File: src/rtl/pwm_audio.sv
// 8-bit PWM for the mixed audio sample. The period is 256 clocks and the high time is mixed_sample clocks.
// Define PWM_FULL_SCALE_EN to make sample 255 give 100% duty (default build: 255/256).
module pwm_audio (
    input  logic       clk,
    input  logic       rst,
    input  logic [7:0] mixed_sample,
    input  logic       enable,
    output logic       PWM_o
);

    localparam int unsigned CNT_W = 8;

    logic [CNT_W-1:0] cnt;
    logic             pwm_next_c;

    // Duty decision for the coming edge, taken from the pre-increment count
    always_comb begin
        pwm_next_c = (cnt < mixed_sample);
`ifdef PWM_FULL_SCALE_EN
        if (mixed_sample == 8'hFF) begin
            pwm_next_c = 1'b1;
        end
`else
        pwm_next_c = pwm_next_c;
`endif
    end

    // Period counter and registered output; reset takes priority over enable
    always_ff @(posedge clk) begin
        if (rst) begin
            cnt   <= '0;
            PWM_o <= 1'b0;
        end else if (!enable) begin
            cnt   <= '0;
            PWM_o <= 1'b0;
        end else begin
            cnt   <= cnt + CNT_W'(1);
            PWM_o <= pwm_next_c;
        end
    end

endmodule

File: config.mk
export PLATFORM = sky130hd
export DESIGN_NAME = pwm_audio
export DESIGN_NICKNAME = d
export VERILOG_FILES = /design/src/rtl/pwm_audio.sv
export SDC_FILE = /design/constraint.sdc
export NUM_CORES = 1
export LEC_CHECK = 0
export CORE_AREA = 2 2 39 41
export CTS_BUF_LIST = sky130_fd_sc_hd__clkbuf_8
export DETAILED_ROUTE_END_ITERATION = 7
export DIE_AREA = 0 0 41 43
export GPL_TIMING_DRIVEN = 1
export SLEW_MARGIN = 30
export SYNTH_ARGS = -nofsm -noshare
export SYNTH_HDL_FRONTEND = slang
export SYNTH_SLANG_ARGS = --single-unit
export TNS_END_PERCENT = 10
File: constraint.sdc
create_clock -name clk -period 2.04 [get_ports clk]
set_input_delay 0.204 -clock clk [delete_from_list [all_inputs] [get_ports clk]]
set_output_delay 0.204 -clock clk [all_outputs]
set_load 0.005 [all_outputs]
==> impl_metrics.py <==
metrics = {
    "synth": {
        "synth_area_per_cell_um2": 8.42,
        "netlist.area_leader.share_pct": 34.5,
        "muxShareOfSynthArea_pct": 0,
        "ys_warn_count": 0,
        "ys_seq_area_share_pct": 34.5,
        "synth_fa_ha_area_share_pct": 19.2,
        "ys_top_cells_by_count": "dfxtp_1 (9), inv_1 (9), ha_1 (8), nor2_1 (8), o21ai_0 (5)",
        "synth_top_family_by_area": "simple AND/OR/NAND/NOR gates",
        "synthSimpleGateAreaFrac_pct": 20.6,
        "syn_area_um2": 522,
        "yosysUniqueCellTypes": 18,
        "yosys-top-cells-area": "dfxtp_1 (35%), ha_1 (19%), inv_1 (6.5%)",
        "ys.flop_type": "dfxtp_1",
        "synth_nets": 81,
        "synth_enable_flop_cells": 0,
        "yosys.area.top_type": "dfxtp_1",
        "async_flop_share_pct": 0,
        "netlist_instances": 62,
        "synth_compound_area_share_pct": 13.4,
        "yosys.area_share.xor_xnor_pct": 5.04,
        "ys_ff_latch": 9,
    },
    "timing": {
        "finalSetupViolCount": 0,
        "setup_tns_ps": 0,
        "hold_violations": 0,
        "period_needed_ps": 1550,
        "max_freq_mhz": 644,
        "slew_headroom_pct": 76.4,
        "worst_slack_ps": 486,
        "drv_slew": 0,
        "grt_setup_unrepaired": "no",
        "fin_worst_skew_ps": 1.93,
        "fin_crit_sh_pct": 76.2,
        "worst_pin_slew_ps": 354,
    },
    "die": {
        "die_h_um": 43,
        "die_w_um": 41,
        "core-area_um2": 1380,
        "initial_core_util_pct": 37.7,
        "fp.dieArea_um2": 1760,
        "ioPinCount": 12,
        "rows": 14,
    },
    "clock_network": {
        "clk_latency_ps": 230,
        "numCtsBuffers": 3,
        "cts_resized": 0,
        "cts_tree": "done",
        "cts_hold_buf": 0,
        "cts_root_buffer": "clkbuf_8",
        "postCtsSetupRepairBufs": 0,
        "clk_pin_slew_ps": 50,
        "h-tree-depth": 1,
        "cts_buffer_depth": 2,
        "clkSinkCount": 9,
    },
    "global_route": {
        "grt_max_degree": 10,
        "gr-usage-all-layers_pct": 15.3,
        "grt_antenna_before_repair": 0,
        "grt_overflow_total": 0,
        "grt_pass1_wl_um": 1730,
        "grt_pass1_vias": 431,
    },
    "route": {
        "drc": 0,
        "avgRoutedWirePerCell_um": 10.6,
        "dr_total_vias": 450,
        "drtAntennaViolNets": 0,
        "drt-total-wl_um": 989,
        "drtPass1Iterations": 3,
        "drtIter0Drc": 4,
        "vias_per_cell": 4.84,
    },
    "final_layout": {
        "syn_to_final_growth_pct": 34.3,
        "layout-drive-gt1-share_pct": 7.79,
        "antenna_cells": 0,
        "layout.nets": 97,
        "fillers": 140,
    },
    "power_and_ir_drop": {
        "peakVddDrop_mv": 0.336,
        "powerDensity_nw_per_um2": 609,
        "p_leak_nw": 0.312,
    },
    "min_path": {
        "hold_class": "reg -> reg",
    },
    "setup_path": {
        "crit_type": "in -> reg",
        "critPathLaunchType": "input port",
        "critPathMaxFanout": 2,
        "crit_required_ps": 2170,
        "end_kind": "register",
        "rrSetupSlack_ps": 630,
        "cp.arrival_ps": 1690,
    },
    "placed_design": {
        "place_hpwl_um": 756,
        "detailedPlace.worstSlack_ps": 254,
        "gp_congestion": 0.671,
        "io_buffers": 11,
    },
    "run": {
        "max_cap_violations": 0,
    },
    "outcome": {
        "status": "finished, final reports clean",
    },
}
cell families (layout without fill, tap and decap cells):
family,Yosys count,after routing
flops,9,9
simple gates,21,21
fa+ha+maj,8,8
xor+xnor,3,3
compound gates,11,11
buf+inv,10,25
through the flow:
| step | utilization, % | instance area, µm² | cells | total power [mW] | hold WS, ps |
|---|---|---|---|---|---|
| finish | 50.6 | 701 | 93 | 0.427 | 495 |
| detailed placement | 47.4 | 656 | 89 | 0.227 | 489 |
| global route | 50.6 | 701 | 93 | 0.453 | 515 |
| global placement | 47.4 | 656 | 89 | 0.227 | 485 |
| floorplan | - | 522 | 62 | 0.203 | 453 |
| CTS | 50.6 | 701 | 93 | 0.436 | 495 |
cells in the final DEF (no fill, tap or decap), drive strengths merged:
cell type | Yosys | layout
a21oi | 3 | 3
nand2 | 2 | 2
buf | 0 | 1
nand2b | 1 | 1
a2111oi | 1 | 1
nand3 | 4 | 4
xor2 | 2 | 2
nor2 | 8 | 8
clkdlybuf4s50 | 0 | 11
nand4 | 2 | 2
clkbuf | 1 | 3
xnor2 | 1 | 1
ha | 8 | 8
o21ai | 5 | 5
inv | 9 | 10
a211oi | 2 | 2
or3 | 3 | 3
dfxtp | 9 | 9
nor2b | 1 | 1
critical path: stages:
cell and delay [ps]:
clkdlybuf4s50_1 450, inv_1 40, ha_1 290, a211oi_1 220, o21ai_0 140, a2111oi_2 350
state kept, by name, indices dropped and copies added, names as in the netlist:
name   cells
cnt        8
PWM_o      1
cell type report:
type | instances | area [µm²] | area share [%]
Sequential cell | 9 | 180 | 25.7
Multi-Input combinational cell | 43 | 304 | 43.4
Clock inverter | 1 | 3.75 | 0.536
Inverter | 9 | 33.8 | 4.82
Timing Repair Buffer | 12 | 118 | 16.8
Tap cell | 16 | 20.0 | 2.86
Clock buffer | 3 | 41.3 | 5.89
layer usage:
layer	track usage [%]	wire, µm
met5	0	0
met4	12.0	30
met3	4.71	59
met2	20.9	421
met1	18.9	478
report_power, final:
part	leakage [nW]	switching [mW]	internal, mW	total [mW]
Sequential	0.0731	0.00312	0.180	0.183
Combinational	0.212	0.0143	0.0266	0.0409
Clock	0.0269	0.0723	0.131	0.203
Total	0.312	0.0897	0.337	0.427
worst paths after layout:
check,from,endpoint,cells after the start
worst max register to register,cnt[2],PWM_o,4
worst max-delay path,mixed_sample[2],PWM_o,6
worst min-delay path,cnt[7],cnt[7],2
worst min register to register,cnt[7],cnt[7],2
No activity file was read; power rests on OpenSTA's default activity.
